<file path="src/rtl/id_ex_pipe_reg.sv">
// ID/EX pipeline register for the five-stage MIPS pipeline.
// It captures the decoded instruction, resolves Rw and forwards a same-cycle
// write-back into the operands. It also inserts a load-use bubble and squashes
// the instruction on a taken branch or jump.
module id_ex_pipe_reg #(
  parameter int CTRL_W = 21
) (
  input  logic              clk,
  input  logic              rst_n,
  input  logic              hold,
  input  logic              flush,
  input  logic [31:0]       busA_ID,
  input  logic [31:0]       busB_ID,
  input  logic [31:0]       PC_Addr_ID,
  input  logic [15:0]       imm16_ID,
  input  logic [4:0]        shamt_ID,
  input  logic [5:0]        func_ID,
  input  logic [5:0]        OP_ID,
  input  logic [4:0]        Rs_ID,
  input  logic [4:0]        Rt_ID,
  input  logic [4:0]        Rd_ID,
  input  logic [CTRL_W-1:0] ctrl_ID,
  input  logic [31:0]       busW,
  input  logic [4:0]        Rw_Wr,
  input  logic              RegWr_Wr,
  output logic [31:0]       busA_EX,
  output logic [31:0]       busB_EX,
  output logic [31:0]       PC_Addr_EX,
  output logic [15:0]       imm16_EX,
  output logic [4:0]        shamt_EX,
  output logic [5:0]        func_EX,
  output logic [5:0]        OP_EX,
  output logic [4:0]        Rs_EX,
  output logic [4:0]        Rt_EX,
  output logic [4:0]        Rd_EX,
  output logic [CTRL_W-1:0] ctrl_EX,
  output logic [4:0]        Rw_EX,
  output logic              valid_EX,
  output logic              stall_ID
);

  // Control bundle bit positions used locally
  localparam int B_REGDST   = 2;
  localparam int B_MEMTOREG = 9;
  localparam int B_REGWR    = 10;
  localparam int B_JAL      = 15;

  logic [31:0]       bus_a_reg, bus_b_reg, pc_reg;
  logic [15:0]       imm16_reg;
  logic [4:0]        shamt_reg, rs_reg, rt_reg, rd_reg, rw_reg;
  logic [5:0]        func_reg, op_reg;
  logic [CTRL_W-1:0] ctrl_reg;
  logic              valid_reg;

  logic              fwd_a, fwd_b, hazard, bubble, load;
  logic [31:0]       bus_a_next, bus_b_next;
  logic [4:0]        rw_next;

  // Write-through bypass from the Wr stage; register 0 is never forwarded
  always_comb begin
    fwd_a      = RegWr_Wr && (Rw_Wr != 5'd0) && (Rw_Wr == Rs_ID);
    fwd_b      = RegWr_Wr && (Rw_Wr != 5'd0) && (Rw_Wr == Rt_ID);
    bus_a_next = fwd_a ? busW : busA_ID;
    bus_b_next = fwd_b ? busW : busB_ID;
  end

  // Destination register: Jal links to r31, R-type writes Rd, others write Rt
  always_comb begin
    rw_next = Rt_ID;
    if (ctrl_ID[B_JAL])
      rw_next = 5'd31;
    else if (ctrl_ID[B_REGDST])
      rw_next = Rd_ID;
  end

  // Load-use detection against the load now in EX, plus update selection
  always_comb begin
    hazard = valid_reg && ctrl_reg[B_MEMTOREG] && ctrl_reg[B_REGWR] &&
             (rt_reg != 5'd0) && ((rt_reg == Rs_ID) || (rt_reg == Rt_ID));
    // A squashed instruction must not freeze upstream, so flush masks the stall
    stall_ID = hazard && !flush;
    bubble   = flush || (!hold && hazard);
    load     = !flush && !hold && !hazard;
  end

  // Pipeline register: reset/bubble clear everything, hold keeps, else load
  always_ff @(posedge clk or negedge rst_n) begin
    if (!rst_n) begin
      bus_a_reg <= '0; bus_b_reg <= '0; pc_reg   <= '0; imm16_reg <= '0;
      shamt_reg <= '0; func_reg  <= '0; op_reg   <= '0; rs_reg    <= '0;
      rt_reg    <= '0; rd_reg    <= '0; ctrl_reg <= '0; rw_reg    <= '0;
      valid_reg <= 1'b0;
    end else if (bubble) begin
      bus_a_reg <= '0; bus_b_reg <= '0; pc_reg   <= '0; imm16_reg <= '0;
      shamt_reg <= '0; func_reg  <= '0; op_reg   <= '0; rs_reg    <= '0;
      rt_reg    <= '0; rd_reg    <= '0; ctrl_reg <= '0; rw_reg    <= '0;
      valid_reg <= 1'b0;
    end else if (load) begin
      bus_a_reg <= bus_a_next;
      bus_b_reg <= bus_b_next;
      pc_reg    <= PC_Addr_ID;
      imm16_reg <= imm16_ID;
      shamt_reg <= shamt_ID;
      func_reg  <= func_ID;
      op_reg    <= OP_ID;
      rs_reg    <= Rs_ID;
      rt_reg    <= Rt_ID;
      rd_reg    <= Rd_ID;
      ctrl_reg  <= ctrl_ID;
      rw_reg    <= rw_next;
      valid_reg <= 1'b1;
    end
  end

  assign busA_EX    = bus_a_reg;
  assign busB_EX    = bus_b_reg;
  assign PC_Addr_EX = pc_reg;
  assign imm16_EX   = imm16_reg;
  assign shamt_EX   = shamt_reg;
  assign func_EX    = func_reg;
  assign OP_EX      = op_reg;
  assign Rs_EX      = rs_reg;
  assign Rt_EX      = rt_reg;
  assign Rd_EX      = rd_reg;
  assign ctrl_EX    = ctrl_reg;
  assign Rw_EX      = rw_reg;
  assign valid_EX   = valid_reg;

endmodule

</file>
<file path="config.mk">
export PLATFORM = sky130hd
export DESIGN_NAME = id_ex_pipe_reg
export DESIGN_NICKNAME = d
export VERILOG_FILES = /design/src/rtl/id_ex_pipe_reg.sv
export SDC_FILE = /design/constraint.sdc
export NUM_CORES = 1
export LEC_CHECK = 0
export CAP_MARGIN = 20
export CELL_PAD_IN_SITES_DETAIL_PLACEMENT = 2
export CELL_PAD_IN_SITES_GLOBAL_PLACEMENT = 2
export CORE_ASPECT_RATIO = 0.8
export CORE_UTILIZATION = 24
export CTS_BUF_LIST = sky130_fd_sc_hd__clkbuf_4 sky130_fd_sc_hd__clkbuf_8 sky130_fd_sc_hd__clkbuf_16
export CTS_CLUSTER_DIAMETER = 100
export CTS_CLUSTER_SIZE = 16
export DETAILED_ROUTE_END_ITERATION = 10
export GPL_TIMING_DRIVEN = 0
export PLACE_DENSITY_LB_ADDON = 0.25
export SYNTH_ARGS = -nofsm -noshare
export SYNTH_HDL_FRONTEND = slang
export SYNTH_SLANG_ARGS = --single-unit
</file>
<file path="constraint.sdc">
create_clock -name clk -period 2.3 [get_ports clk]
set_clock_uncertainty 0.2 [all_clocks]
set_input_delay 0.345 -clock clk [delete_from_list [all_inputs] [get_ports clk]]
set_output_delay 0.345 -clock clk [all_outputs]
set_load 0.02 [all_outputs]
</file>
==> out/metrics.yaml <==
clock_tree:
  ctsRootBufferMaster: "clkbuf_16"
  clock_latency_ns: 0.43
  ctsLongestPathBuffers: 2
  cts_htree_levels: 4
  clkTransAtPathRegs_ns: 0.07
  tritoncts: "yes"
  cts.sinks: 171
  cts_buffers: 17
status:
  violations: "setup timing"
  status: "complete, but fails checks"
synthesis:
  synthTopCellsByArea: "dfrtp_1 60%, a22o_1 12%, mux2i_1 8.9%, nand2_1 3.7%, o21ai_0 3.3%"
  synth_warnings: 0
  synth_top_cell_by_area: "dfrtp_1"
  netlist_area_sq_um: 7180
  syn_inst: 568
  synth_area_per_cell_sq_um: 12.6
  synthesis.nets: 775
  ys_types: 23
  seq_area_frac_synth_pct: 59.6
  synth_top_area_share_pct: 59.6
  synth.ff_latch_count: 171
detailed_routing:
  firstDrtPassIters: 4
  via_per_inst: 4.61
  detail_route.drc_violations: 0
  via_count: 6333
  drtIter0Drc: 166
  drt-total-wl_mm: 29.3
  ant_nets: 0
  routedWlPerCell_um: 21.4
flow_run:
  max-cap-violations: 0
floorplanning:
  ios: 379
  rows: 56
  chipHeight_um: 157
  core_area_sq_um: 29400
  initial_core_util_pct: 24.5
  die_x_um: 195
  die_area_sq_um: 30600
placed_design:
  dp_hpwl_mm: 21.8
  io_buffers: 378
  gp_congestion: 0.731
layout:
  fin_nets: 1189
  syn2layout_area_growth_pct: 72.7
  drive_gt1_share_pct: 10.4
critical_path:
  endpoint: "stall_ID"
  startpoint_type: "flip-flop"
  rrSetupSlack_ns: -0.05
  cp.arrival_ns: 1.87
  worst-r2r-cell-count: 8
  endpoint_kind: "output port"
  cp.required_ns: 1.75
  worst-setup-path-type: "flip-flop to output port"
  critPathLaunch: "Rt_EX[2]"
  r2r_end: "Rd_EX[0]"
  r2r_start: "Rt_EX[2]"
  crit_path_max_fanout: 5
timing:
  grt_setup_unrepaired: "true"
  fmax_mhz: 415
  finalCriticalPeriod_ns: 2.41
  setup_viol: 92
  whs_ns: 0.281
  slew_headroom_pct: 51.1
  fin_tns_setup_ns: -2.22
  hold_viol_final: 0
  timing.final.ws_setup_ns: -0.111
  fin_crit_sh_pct: 105
  tightest_slew_ns: 0.734
  drv_slew: 0
hold_path:
  min_path_type: "primary input to asynchronous set/reset pin"
power_and_ir_drop:
  leakage_nw: 5.14
  fin_total_pwr_mw: 7.93
  ir_worst_vdd_mv: 0.460
  p_per_area_nw_per_um2: 639
global_routing:
  grt_first_pass_wirelength_mm: 43.1
  grt_start_max_net_pins: 90
  antenna_found_initial: 2
  grt_overflow_total: 0
  track_usage_pct: 18.7
  grt_pass1_vias: 6957
[layer usage]
layer  up-vias  global-route usage, %  routed length [um]
met2       200                   30.0               14000
li1       2896                      -                   -
met1      3204                   23.6               12700
met4         0                   6.97                 671
met3        33                   6.08                1860
met5         -                      0                   0
[cells in the final DEF, fill, tap and decap left out, types with 3 or more instances in the layout]
| cell | instances |
|---|---|
| a211oi_1 | 5 |
| a22o_1 | 101 |
| buf_12 | 10 |
| buf_4 | 12 |
| buf_6 | 17 |
| bufinv_16 | 3 |
| clkbuf_1 | 15 |
| clkbuf_16 | 18 |
| clkbuf_2 | 5 |
| clkdlybuf4s50_1 | 375 |
| dfrtp_1 | 167 |
| dfrtp_2 | 4 |
| inv_6 | 3 |
| mux2i_1 | 64 |
| nand2_1 | 71 |
| nor2_1 | 3 |
| nor2b_1 | 6 |
| nor3_2 | 3 |
| o21ai_0 | 10 |
| o21ai_1 | 50 |
| o21ai_2 | 9 |
| xnor2_1 | 6 |
| xor2_1 | 14 |
[worst max-delay path, cell delays in order, from the launching register on]
cell       delay [ns]
dfrtp_2          0.44
or4_4            0.56
o2111ai_4        0.22
nor3_2           0.05
buf_4            0.17
[worst min path at each step]
| stage | from | end | slack (ns) | cells past startpoint |
|---|---|---|---|---|
| global placement | busA_EX[22] | busA_EX[22] | 0.26 | 2 |
| floorplan | rst_n | OP_EX[0] | -0.15 | 0 |
| detailed placement | rst_n | busA_EX[10] | 0.21 | 1 |
| global route | PC_Addr_ID[28] | PC_Addr_EX[28] | 0.29 | 2 |
| CTS | PC_Addr_ID[10] | PC_Addr_EX[10] | 0.29 | 2 |
| finish | rst_n | busA_EX[8] | 0.28 | 2 |
[flip-flops by register name (all words and copies together) (netlist names)]
signal / flops
PC_Addr_EX: 32
busA_EX: 32
busB_EX: 32
ctrl_EX: 21
imm16_EX: 16
OP_EX: 6
func_EX: 6
Rd_EX: 5
Rs_EX: 5
Rt_EX: 5
Rw_EX: 5
shamt_EX: 5
valid_EX: 1
[metrics by stage]
| step | instance area, sq um | utilization [%] | cells | setup WS, ns |
|---|---|---|---|---|
| floorplan | 7180 | - | 568 | 0.211 |
| global placement | 11400 | 39.0 | 1323 | -7.10 |
| detailed placement | 11500 | 39.1 | 1324 | -0.878 |
| CTS | 12200 | 41.6 | 1363 | -0.183 |
| global route | 12400 | 42.3 | 1373 | -0.186 |
| finish | 12400 | 42.3 | 1373 | -0.111 |
[cell usage after synthesis]
library cell  number
nand2_1           71
clkbuf_1          27
nor4_4             2
xnor2_1            6
buf_6              6
dfrtp_1          171
o21ai_1           21
o21ai_0           48
o21ai_2            2
o21a_2             1
buf_12            10
a22oi_1            1
nand3_1            2
xor2_1            14
buf_2              1
mux2i_1           64
nor2_1             3
a22o_1           101
nor3_1             3
or4_1              2
a211oi_1           5
o2111ai_2          1
nor2b_1            6
[where the power goes]
| part | switching (mW) | internal (mW) |
|---|---|---|
| clock network | 1.29 | 1.78 |
| logic | 0.731 | 0.836 |
| registers | 0.109 | 3.18 |
[final cells by class]
class | count | area, sq um
buffer | 44 | 435
multi-input combinational | 353 | 2620
antenna | 2 | 5.00
sequential | 171 | 4280
clock inverter | 12 | 163
fill | 3023 | 17000
tap | 377 | 472
clock buffer | 19 | 453
timing repair buffer | 395 | 3970
[logic make-up (layout without fill, tap and decap cells)]
kind of cell | count (synthesis) | count (layout) | share of synthesized area [%]
AOI/OAI and AO/OA | 180 | 180 | 18.3
xor gates and xnor gates | 20 | 20 | 2.44
buffers and inverters | 44 | 470 | 5.21
DFF | 171 | 171 | 59.6
muxes | 64 | 64 | 8.92
other | 0 | 2 | 0
and+or+nand+nor | 89 | 89 | 5.54
[timing repair]
action / 4_1_cts / 5_1_grt
pin swaps: 4 / 3
hold buffers: 1 / 0
setup buffers: 7 / 4
resized for setup: 29 / 87
cloned: 0 / 4
setup endpoints to repair: 91 / 155
endpoints found under the hold margin: 88 / 0
Note: power is estimated with default switching activity, not from simulation.
==> RTL edit (config.mk and constraints unchanged) <==
Reset style: synchronous (`rst_n`), changed in one clocked block.
--- a/src/rtl/id_ex_pipe_reg.sv
+++ b/src/rtl/id_ex_pipe_reg.sv
@@ -84,7 +84,7 @@
   end
 
   // Pipeline register: reset/bubble clear everything, hold keeps, else load
-  always_ff @(posedge clk or negedge rst_n) begin
+  always_ff @(posedge clk) begin
     if (!rst_n) begin
       bus_a_reg <= '0; bus_b_reg <= '0; pc_reg   <= '0; imm16_reg <= '0;
       shamt_reg <= '0; func_reg  <= '0; op_reg   <= '0; rs_reg    <= '0;
Check against the original RTL: differs if rst_n is asserted again (counterexample within 4 cycles, from zero or initial values and one cycle with rst_n low); with rst_n held inactive, the same outputs for 4 cycles.
==> RTL edit against the original RTL <==
The flow still finishes with violations (setup timing). Area after synthesis decreased by 0.68%. Final area decreased by 1.4%. Hold slack got worse by 30 ps. Routed wire length increased by 9.6%. Sequential cell count unchanged. Count of clock-buffer cells in the layout unchanged. Die area decreased by 0.67%. Power decreased by 6.8%. Setup slack got worse by 130 ps. Maximum frequency decreased by 5.0%. Critical path type unchanged. Largest power group unchanged.
==> RTL edit: results (changes against the original RTL) <==
| Metric | Value |
|---|---|
| FILL cells | `3265 (was 3023)` |
| Hpwl dp | `24700 um (was 21800 um)` |
| Synth Flop Type | `dfxtp_1 (was dfrtp_1)` |
| Non-Clock Buffer Count | `468 (was 439)` |
| Status | `finished, violations left (unchanged)` |
| Setup violators final | `1 (was 92)` |
| M2 GR Usage | `35.0% (was 30.0%)` |
| P_int | `5.46 mW (was 5.80 mW)` |
| Footprint of the multi-input gates | `3350 um^2 (was 2620 um^2)` |
| Via count | `7552 (was 6333)` |
| Initial DRC count | `136 (was 166)` |
| Largest cells by area after synthesis | `dfxtp_1 48%, o211ai_1 11%, nand2_1 9.0% (was dfrtp_1 60%, a22o_1 12%, mux2i_1 8.9%)` |
| Layout cells sized above 1 | `8.39% (was 10.4%)` |
| Inverters | `1 (was 0)` |
| Syn nets | `1012 (was 775)` |
| Placed cells | `1560 (was 1324)` |
| WL met1 | `14400 um (was 12700 um)` |
| Met3 GRT Util | `5.00% (was 6.08%)` |
| Clock-cell share of area | `5.06% (was 4.96%)` |
| Lkg Pwr | `4.06 nW (was 5.14 nW)` |
| Netlist cell types | `24 (was 23)` |
| Largest net degree at the start of global routing | `20 (was 90)` |
| Crit Path Max Fanout | `3 (was 5)` |
| Metal2 WL | `15700 um (was 14000 um)` |
| Post-Place Setup Slack | `-1410 ps (was -878 ps)` |
| Final GP Congestion | `0.804 (was 0.731)` |
| Nets | `1422 (was 1189)` |
| Register fraction of the total cell area | `28.1% (was 34.5%)` |
| Top cells by count, synth | `171 x dfxtp_1, 171 x nand2_1, 102 x a21oi_1 (was 171 x dfrtp_1, 101 x a22o_1, 71 x nand2_1)` |
| Via/cell ratio | `4.70 (was 4.61)` |
| Final WL | `32100 um (was 29300 um)` |
| M1 GR Usage | `25.9% (was 23.6%)` |
| Min-Delay Path Class | `primary input to flip-flop (was primary input to asynchronous set/reset pin)` |
| Worst setup margin | `-237 ps (was -111 ps)` |
| Area growth, synth to finish | `71.4% (was 72.7%)` |
| First-pass GRT wire length | `47700 um (was 43100 um)` |
| NonClk Buf Share | `35.6% (was 35.5%)` |
| Slew margin rel. | `58.4% (was 51.1%)` |
| GRT Total Usage | `20.5% (was 18.7%)` |
| Failing checks | `setup timing (unchanged)` |
| Setup TNS | `-237 ps (was -2220 ps)` |
| Max VDD drop | `463 uV (was 460 uV)` |
| Sequential fraction of the synthesis area | `48.0% (was 59.6%)` |
| Async SR Flop Fraction | `0% (was 100%)` |
| Vias in the first global route | `8010 (was 6957)` |
| Area post-placement | `11400 um^2 (was 11500 um^2)` |
| Critical Path AT | `1990 ps (was 1870 ps)` |
| Synthesized area per cell | `8.86 um^2 (was 12.6 um^2)` |
| Met3 wire length | `1550 um (was 1860 um)` |
==> RTL edit: cell count changes after synthesis, sizes merged, moves of 2 or more <==
cell / change
dfrtp: -171
dfxtp: +171
nor2: +2
buf: +9
a21oi: +102
a22o: -101
nand4: +2
clkbuf: +24
o211ai: +101
nand2: +100
nand3: -2
==> RTL edit: repair_timing <==
action,CTS,global route
endpoints found under the setup margin,137,132
setup buffers,6,8
cloned,0,1
pin swaps,3,4
resized for setup,34,45
==> RTL edit: worst paths after layout <==
path / start / to / slack [ps] / cells past startpoint
max reg2reg: Rt_EX[3] / busB_EX[30] / 20 / 8
min reg2reg: busA_EX[4] / busA_EX[4] / 250 / 2
max: Rt_EX[3] / stall_ID / -240 / 6
min: Rt_ID[0] / Rt_EX[0] / 250 / 3
==> RTL edit: worst min-delay path, delay by kind of cell <==
family | cells | cell delay [ps]
AO/OA/AOI/OAI | 2 | 190
buffers and inverters | 1 | 300
==> RTL edit: cells by family (layout without fill, tap and decap cells) <==
kind of cell           Yosys count  after routing  share of synthesized area, %
AO/OA/AOI/OAI                  281            281                          23.7
XOR/XNOR                        20             20                          2.46
buffers and inverters           78            501                          5.87
flip-flops                     171            171                          48.0
multiplexers                    64             64                          8.98
other                            0              2                             0
AND/OR/NAND/NOR                191            191                          11.0
==> RTL edit: power groups by stage <==
stage | Combinational [mW] | Clock, mW | Sequential [mW]
after floorplan | 0.323 | 0 | 3.30
after global placement | 1.15 | 0 | 3.18
after detailed placement | 1.17 | 0 | 3.18
after CTS | 1.18 | 3.19 | 3.12
after global routing | 1.27 | 3.31 | 3.13
final | 1.18 | 3.10 | 3.12
